**config.mk**
```make
export PLATFORM = sky130hd
export DESIGN_NAME = ifid_pipe_flat
export DESIGN_NICKNAME = d
export VERILOG_FILES = /design/src/rtl/ifid_pipe_pkg.sv /design/src/rtl/ifid_pipe_if.sv /design/src/rtl/ifid_pipe_hazard_detect.sv /design/src/rtl/ifid_pipe.sv /design/src/flat_wrapper.sv
export SDC_FILE = /design/constraint.sdc
export NUM_CORES = 1
export LEC_CHECK = 0
export ABC_AREA = 0
export CAP_MARGIN = 40
export CORE_MARGIN = 2
export CORE_UTILIZATION = 37
export DETAILED_ROUTE_END_ITERATION = 12
export PLACE_DENSITY = 0.68
export SYNTH_ARGS = -nofsm -noshare
export SYNTH_HDL_FRONTEND = slang
export SYNTH_SLANG_ARGS = --single-unit
```
**constraint.sdc**
```tcl
create_clock -name clk -period 2.6 [get_ports clk]
set_input_delay 0.26 -clock clk [delete_from_list [all_inputs] [get_ports clk]]
set_output_delay 0.26 -clock clk [all_outputs]
set_load 0.01 [all_outputs]
```
**src/rtl/ifid_pipe_pkg.sv**
```systemverilog
// Shared definitions for the IF/ID pipeline register: widths, opcodes, NOP word
// and the per-edge update selector.
package ifid_pipe_pkg;

    localparam int unsigned DATA_W = 32;
    localparam int unsigned REG_W  = 5;
    localparam int unsigned OP_W   = 6;

    localparam logic [DATA_W-1:0] NOP_WORD = 32'h0000_0000;

    typedef enum logic [OP_W-1:0] {
        OpRtype = 6'd0,
        OpBeq   = 6'd4,
        OpBne   = 6'd5,
        OpLw    = 6'd35,
        OpSw    = 6'd43
    } opcode_e;

    typedef enum logic [1:0] {
        UpdLoad,
        UpdStall,
        UpdFlush
    } upd_e;

endpackage

```
**src/rtl/ifid_pipe_if.sv**
```systemverilog
// IF/ID pipeline bus: IF-stage and EX-stage inputs plus decode-side outputs.
interface ifid_pipe_if
    import ifid_pipe_pkg::*;
#(
    parameter int unsigned CNT_W = 16
) ();

    logic [DATA_W-1:0] instruction;
    logic [DATA_W-1:0] output_pc;
    logic              mux_ctrl;
    logic              ex_mem_read;
    logic [REG_W-1:0]  ex_rt;

    logic [DATA_W-1:0] id_instruction;
    logic [DATA_W-1:0] id_pc;
    logic              id_valid;
    logic              lw_hazard;
    logic [CNT_W-1:0]  stall_cnt;
    logic [CNT_W-1:0]  flush_cnt;

    modport master (
        output instruction, output_pc, mux_ctrl, ex_mem_read, ex_rt,
        input  id_instruction, id_pc, id_valid, lw_hazard, stall_cnt, flush_cnt
    );

    modport slave (
        input  instruction, output_pc, mux_ctrl, ex_mem_read, ex_rt,
        output id_instruction, id_pc, id_valid, lw_hazard, stall_cnt, flush_cnt
    );

endinterface

```
**src/rtl/ifid_pipe_hazard_detect.sv**
```systemverilog
// Load-use hazard detection between the instruction in ID and a load in EX.
// Purely combinational; only the opcode/rs/rt half of the word is needed.
module hazard_detect
    import ifid_pipe_pkg::*;
(
    input  logic [15:0]      i_instr_hi,
    input  logic             i_valid,
    input  logic             i_ex_mem_read,
    input  logic [REG_W-1:0] i_ex_rt,
    output logic             o_lw_hazard
);

    logic [OP_W-1:0]  w_op;
    logic [REG_W-1:0] w_rs;
    logic [REG_W-1:0] w_rt;
    logic             w_uses_rt;

    assign w_op = i_instr_hi[15:10];
    assign w_rs = i_instr_hi[9:5];
    assign w_rt = i_instr_hi[4:0];

    // Only these formats read rt as a source; I-type ALU ops write it.
    always_comb begin
        w_uses_rt = 1'b0;
        case (w_op)
            OpRtype, OpBeq, OpBne, OpSw: w_uses_rt = 1'b1;
            default:                     w_uses_rt = 1'b0;
        endcase
    end

    assign o_lw_hazard = i_valid && i_ex_mem_read && (i_ex_rt != '0) &&
                         ((i_ex_rt == w_rs) || (w_uses_rt && (i_ex_rt == w_rt)));

endmodule

```
**src/rtl/ifid_pipe.sv**
```systemverilog
// IF/ID pipeline register with branch flush, load-use stall and saturating
// stall/flush event counters.
module ifid_pipe
    import ifid_pipe_pkg::*;
#(
    parameter int unsigned CNT_W = 16
) (
    input  logic        clk,
    input  logic        rst_n,
    ifid_pipe_if.slave  bus
);

    localparam logic [CNT_W-1:0] CNT_MAX = '1;
    localparam logic [CNT_W-1:0] CNT_ONE = {{(CNT_W-1){1'b0}}, 1'b1};

    logic [DATA_W-1:0] r_id_instruction;
    logic [DATA_W-1:0] r_id_pc;
    logic              r_id_valid;
    logic [CNT_W-1:0]  r_stall_cnt;
    logic [CNT_W-1:0]  r_flush_cnt;

    logic              w_lw_hazard;
    upd_e              w_upd;

    hazard_detect u_hazard_detect (
        .i_instr_hi    (r_id_instruction[31:16]),
        .i_valid       (r_id_valid),
        .i_ex_mem_read (bus.ex_mem_read),
        .i_ex_rt       (bus.ex_rt),
        .o_lw_hazard   (w_lw_hazard)
    );

    // Branch flush wins over a pending stall.
    always_comb begin
        w_upd = UpdLoad;
        if (bus.mux_ctrl) begin
            w_upd = UpdFlush;
        end else if (w_lw_hazard) begin
            w_upd = UpdStall;
        end
    end

    always_ff @(posedge clk or negedge rst_n) begin
        if (!rst_n) begin
            r_id_instruction <= NOP_WORD;
            r_id_pc          <= '0;
            r_id_valid       <= 1'b0;
            r_stall_cnt      <= '0;
            r_flush_cnt      <= '0;
        end else begin
            case (w_upd)
                UpdFlush: begin
                    r_id_instruction <= NOP_WORD;
                    r_id_pc          <= '0;
                    r_id_valid       <= 1'b0;
                    if (r_flush_cnt != CNT_MAX) begin
                        r_flush_cnt <= r_flush_cnt + CNT_ONE;
                    end
                end
                UpdStall: begin
                    if (r_stall_cnt != CNT_MAX) begin
                        r_stall_cnt <= r_stall_cnt + CNT_ONE;
                    end
                end
                default: begin
                    r_id_instruction <= bus.instruction;
                    r_id_pc          <= bus.output_pc;
                    r_id_valid       <= 1'b1;
                end
            endcase
        end
    end

    assign bus.id_instruction = r_id_instruction;
    assign bus.id_pc          = r_id_pc;
    assign bus.id_valid       = r_id_valid;
    assign bus.lw_hazard      = w_lw_hazard;
    assign bus.stall_cnt      = r_stall_cnt;
    assign bus.flush_cnt      = r_flush_cnt;

endmodule

```
**src/flat_wrapper.sv**
```systemverilog
// flat-port wrapper written by rule: the top's interface ports become plain ports
module ifid_pipe_flat import ifid_pipe_pkg::*;
#(
    parameter int unsigned CNT_W = 16
)
  (clk, rst_n, bus_instruction, bus_output_pc, bus_mux_ctrl, bus_ex_mem_read, bus_ex_rt, bus_id_instruction, bus_id_pc, bus_id_valid, bus_lw_hazard, bus_stall_cnt, bus_flush_cnt);
  ifid_pipe_if #(.CNT_W(CNT_W)) bus_i ();
  input  logic clk;
  input  logic rst_n;
  input wire logic [$bits(bus_i.instruction)-1:0] bus_instruction;
  input wire logic [$bits(bus_i.output_pc)-1:0] bus_output_pc;
  input wire logic [$bits(bus_i.mux_ctrl)-1:0] bus_mux_ctrl;
  input wire logic [$bits(bus_i.ex_mem_read)-1:0] bus_ex_mem_read;
  input wire logic [$bits(bus_i.ex_rt)-1:0] bus_ex_rt;
  output wire logic [$bits(bus_i.id_instruction)-1:0] bus_id_instruction;
  output wire logic [$bits(bus_i.id_pc)-1:0] bus_id_pc;
  output wire logic [$bits(bus_i.id_valid)-1:0] bus_id_valid;
  output wire logic [$bits(bus_i.lw_hazard)-1:0] bus_lw_hazard;
  output wire logic [$bits(bus_i.stall_cnt)-1:0] bus_stall_cnt;
  output wire logic [$bits(bus_i.flush_cnt)-1:0] bus_flush_cnt;
  assign bus_i.instruction = bus_instruction;
  assign bus_i.output_pc = bus_output_pc;
  assign bus_i.mux_ctrl = bus_mux_ctrl;
  assign bus_i.ex_mem_read = bus_ex_mem_read;
  assign bus_i.ex_rt = bus_ex_rt;
  assign bus_id_instruction = bus_i.id_instruction;
  assign bus_id_pc = bus_i.id_pc;
  assign bus_id_valid = bus_i.id_valid;
  assign bus_lw_hazard = bus_i.lw_hazard;
  assign bus_stall_cnt = bus_i.stall_cnt;
  assign bus_flush_cnt = bus_i.flush_cnt;
  ifid_pipe #(.CNT_W(CNT_W)) u_core (.clk(clk), .rst_n(rst_n), .bus(bus_i));
endmodule
```
==> results of run 1 <==
final cells by class:
cell class,instances,share of cell area
flip-flops and latches,97,0.357
multi-input cells,328,0.289
repair buffers,189,0.280
clock buffers,12,0.0392
well taps,147,0.0270
clock inverters,4,0.00736
inverters,1,0.000552
final timing paths:
kind,cells past startpoint,start,to
setup reg to reg,6,u_core.bus.id_instruction[27]$_DFFE_PN0P_,u_core.bus.stall_cnt[15]$_DFFE_PN0P_
hold / removal,2,bus_mux_ctrl,u_core.bus.id_pc[23]$_DFFE_PN0P_
hold reg to reg,1,u_core.bus.flush_cnt[12]$_DFFE_PN0P_,u_core.bus.flush_cnt[12]$_DFFE_PN0P_
max in group asynchronous,3,rst_n,u_core.bus.id_pc[28]$_DFFE_PN0P_
min in group asynchronous,2,rst_n,u_core.bus.id_pc[23]$_DFFE_PN0P_
setup / recovery,6,bus_ex_rt[0],bus_lw_hazard
through the flow:
step | setup slack [ns] | instances | instance area [um2]
3_3_place_gp | 0.167 | 761 | 6470
3_5_place_dp | 0.139 | 761 | 6470
6_report | 0.133 | 778 | 6800
5_1_grt | 0.0579 | 778 | 6800
4_1_cts | 0.0732 | 778 | 6800
2_1_floorplan | 0.708 | 464 | 4560
registers in the layout, indices dropped and copies added, names as in the netlist:
signal                     flops
u_core.bus.stall_cnt          16
u_core.bus.id_instruction     32
u_core.bus.flush_cnt          16
u_core.bus.id_pc              32
u_core.bus.id_valid            1
worst register-to-register path: cells and delay by family, from the launching register on:
kind / cells / cell delay, ns
flops: 1 / 0.40
simple gates: 2 / 0.54
buf+inv: 1 / 0.19
xor+xnor: 1 / 0.17
mux: 1 / 0.25
compound gates: 1 / 0.45
routing by layer:
metal	vias to the layer above	GRT usage	part of all wire
met1	2079	0.294	0.46
li1	2004	-	-
met2	144	0.315	0.47
met3	12	0.0411	0.064
met5	-	0	0
met4	0	0.0530	0.0091
cell usage in the layout (no fill, tap or decap), drive strengths merged:
master / netlist / layout
bufinv: 0 / 1
buf: 17 / 20
ha: 2 / 2
nor3b: 3 / 3
nand2b: 2 / 2
and2: 2 / 2
a211oi: 2 / 2
nand3: 79 / 79
o211ai: 3 / 3
mux2: 3 / 3
clkdlybuf4s50: 0 / 168
clkinvlp: 0 / 2
a2111oi: 5 / 5
nor4b: 1 / 1
o311a: 1 / 1
nor4: 2 / 2
or3: 3 / 3
a21boi: 1 / 1
nand4: 8 / 8
and4: 6 / 6
a31oi: 1 / 1
a21oi: 67 / 67
mux2i: 1 / 1
xnor2: 19 / 19
and3: 3 / 3
inv: 1 / 1
clkinv: 0 / 1
dlygate4sd3: 0 / 1
xor2: 20 / 20
nor3: 3 / 3
o2111ai: 2 / 2
nand2: 11 / 11
nor2: 9 / 9
dfrtp: 97 / 97
o21ai: 69 / 69
clkbuf: 21 / 12
kinds of logic after synthesis:
logic type                 share of synthesized area
buffers and inverters                         0.0390
muxes                                        0.00960
DFF                                            0.532
and+or+nand+nor                                0.156
adders and majority gates                    0.00549
xor gates and xnor gates                      0.0749
AOI/OAI and AO/OA                              0.182
what timing repair did:
item	4_1_cts	5_1_grt
resized for setup	0	1
hold buffers	1	0
endpoints found under the setup margin	0	1
hold endpoints to repair	40	0
where the power goes:
part	internal (mW)	leakage [nW]	switching, mW
clock	0.824	0.151	0.565
sequential	1.63	1.27	0.130
combinational	0.425	1.45	0.302
==> results, run 1 <==
- The flow ran to the end, and the final reports show no timing, DRC or antenna violations.
- Once layout is complete, the utilization of the core stands at 0.566.
- The synthesized net count is ~540.
- For the final database, setup skew stands at between 0.009 and 0.01 ns.
- The final weighted congestion in routability-driven placement is ~0.86.
- Counting flops with an async set or reset pin after synthesis yields a share of 1.00.
- Counting instances in the post-synthesis netlist gives the leading cell types as sky130_fd_sc_hd__dfrtp_1 (97), sky130_fd_sc_hd__nand3_1 (78), sky130_fd_sc_hd__o21ai_1 (68).
- In this run the standard cell core region covers roughly 12000 um2.
- The critical path goes through clkdlybuf4s50_1 > or3_1 > o311a_4 > nand3_2 > nand2_1 > clkdlybuf4s50_1.
- Entering global routing, the biggest net connects between 50 and 60 pins.
- The worst voltage drop across the vdd grid is 450 uV.
- The first detailed-routing pass took 5 iterations.
- The antenna diode count is 0.
- In this run, the number of DRC markers left after iteration 0 of detailed routing was approximately 400.
- The multi-input gate area in the final layout is ~2000 um2.
- Dividing the final minimum period by the clock period gives 0.949.
- The die span in y is about 120 um.
- The dominant cell by count in the synthesized netlist is sky130_fd_sc_hd__dfrtp_1.
- The type of the setup path with the least slack is input port to output pin.
- The fraction of the yosys area taken by sequential cells is 0.532.
- The critical path buffer and inverter count is 2.
- For this design, the slowest cell found on the critical path is sky130_fd_sc_hd__clkdlybuf4s50_1.
- The floorplan step defined a die boundary enclosing 13200 um2.
- STA puts the critical path data arrival time at about 2.2 ns.
- TritonCTS built the clock tree.
- Max-cap violations in this run came to 0.
- For this run, the total global-route usage over all layers was measured as 0.203.
- The routed design could run at a clock period as short as about 2.5 ns.
- The H-tree was split into 3 levels.
- The synthesized netlist occupies a cell area of roughly 4600 um2.
- The post-synthesis cell count is ~460.
- Derived from the worst setup path, the maximum achievable clock frequency is about 0.41 GHz.
- The sum of overflow across all layers after global routing is 0.
- The share of synthesized area in the top cell type comes to 0.532.
- Buffers placed on the I/O ports in this run total 170.
- The category of the worst setup path launch point is an input port.
- The wire length of the first global-routing pass is around 21 mm.
- The die is 115 um wide.
- Headroom to the max-slew limit came out at 0.555.
- The footprint of the flip-flops and latches is around 2400 um2.
- The initial antenna violation count was 0.
- Counting distinct cell types in the post-synthesis netlist gives 40.
- The number of max-slew violations in the final report is 0.
- The cell that appears most often on the critical path is sky130_fd_sc_hd__clkdlybuf4s50_1.
- The slew of the pin with the lowest slew margin is approximately 0.67 ns.
- In this run the static leakage power is approximately 2.9 nW.
- The buffers inserted during post-CTS setup optimization is 0.
- STA puts the critical path data required time at ~2.3 ns.
- The net count of the finished layout is approximately 700.
- The number of enable flip-flop cells after synthesis is 0.
- Ranked by total cell area, the synthesized netlist is headed by sky130_fd_sc_hd__dfrtp_1 (53%), sky130_fd_sc_hd__nand3_1 (8.6%), sky130_fd_sc_hd__o21ai_1 (7.5%).
- The power density normalized to cell area is ~570 nW/um2.
- After routing, the total negative slack on setup checks comes to 0 ns.
- The dominant synthesized flop cell is sky130_fd_sc_hd__dfrtp_1.
- The routed layout has 4239 vias.
- Counting the buffers created by CTS gives 9.
- Power comes to roughly 3.9 mW.
- The number of hold-slack violations in the final timing report is 0.
- The largest fanout of any net on the critical path is 5.
- The synthesized design contains 97 register bits.
- Each instance of the synthesized netlist takes up on average 9.83 um2.
- The later pin in the worst-skew pair is clocked with a latency of roughly 0.33 ns.
- Compared with the post-synthesis result, the final layout area differs by 49.2%.
- The dominant cell type by area after synthesis is sky130_fd_sc_hd__dfrtp_1.
- For this configuration, the core starts out at a cell density of 0.380.
- The share of layout cells above drive strength 1 is 0.0745.
- Setup repair after global routing left no endpoint under its margin.
- The placed wire-length estimate is about 9 mm.
- After detailed routing, the average wire length per cell comes to between 15 and 20 um.
- The number of buffers between clock root and the deepest sink is 2.
- For this run, the number of Yosys warnings is 0.
- The highest cell delay on the worst timing path is a little under 0.5 ns.
- After detailed routing, the total wire length is ~13 mm.
- The tightest hold path in the finished design has a slack of about 0.36 ns.
- The worst setup slack for register-to-register paths is 0.53 ns.
- The number of fill cells is between 1000 and 1500.
- The tree built by TritonCTS fans out to 97 sinks.
- Clock-pin slew was measured on the worst setup and hold paths at approximately 0.07 ns.
- Setup violations remaining at the end of the flow were counted as 0.
- In this design, the largest share of critical-path delay is due to buffers and inverters.
- The ratio of routed vias to standard cells is roughly 5.4.
- The classification of the worst-slack hold path is input port to flop.
- STA classifies the critical path endpoint as an output pin.
- For this run, design rule violations remaining after detail routing come to 0.
- The via count of the first global-routing pass came to 4309.
- Clock tree synthesis selected as its root buffer the cell sky130_fd_sc_hd__clkbuf_16.
- In this run the remaining antenna-violating nets after routing total 0.
- The cell row count is 40.
- The top-level port count is roughly 170.
Note: power is estimated with default switching activity, not from simulation.
==> run 2: changes to the inputs <==
CAP_MARGIN = unset   (was 40)
==> results of run 2 <==
Final layout, timing and power as in run 1 (identical DEF).
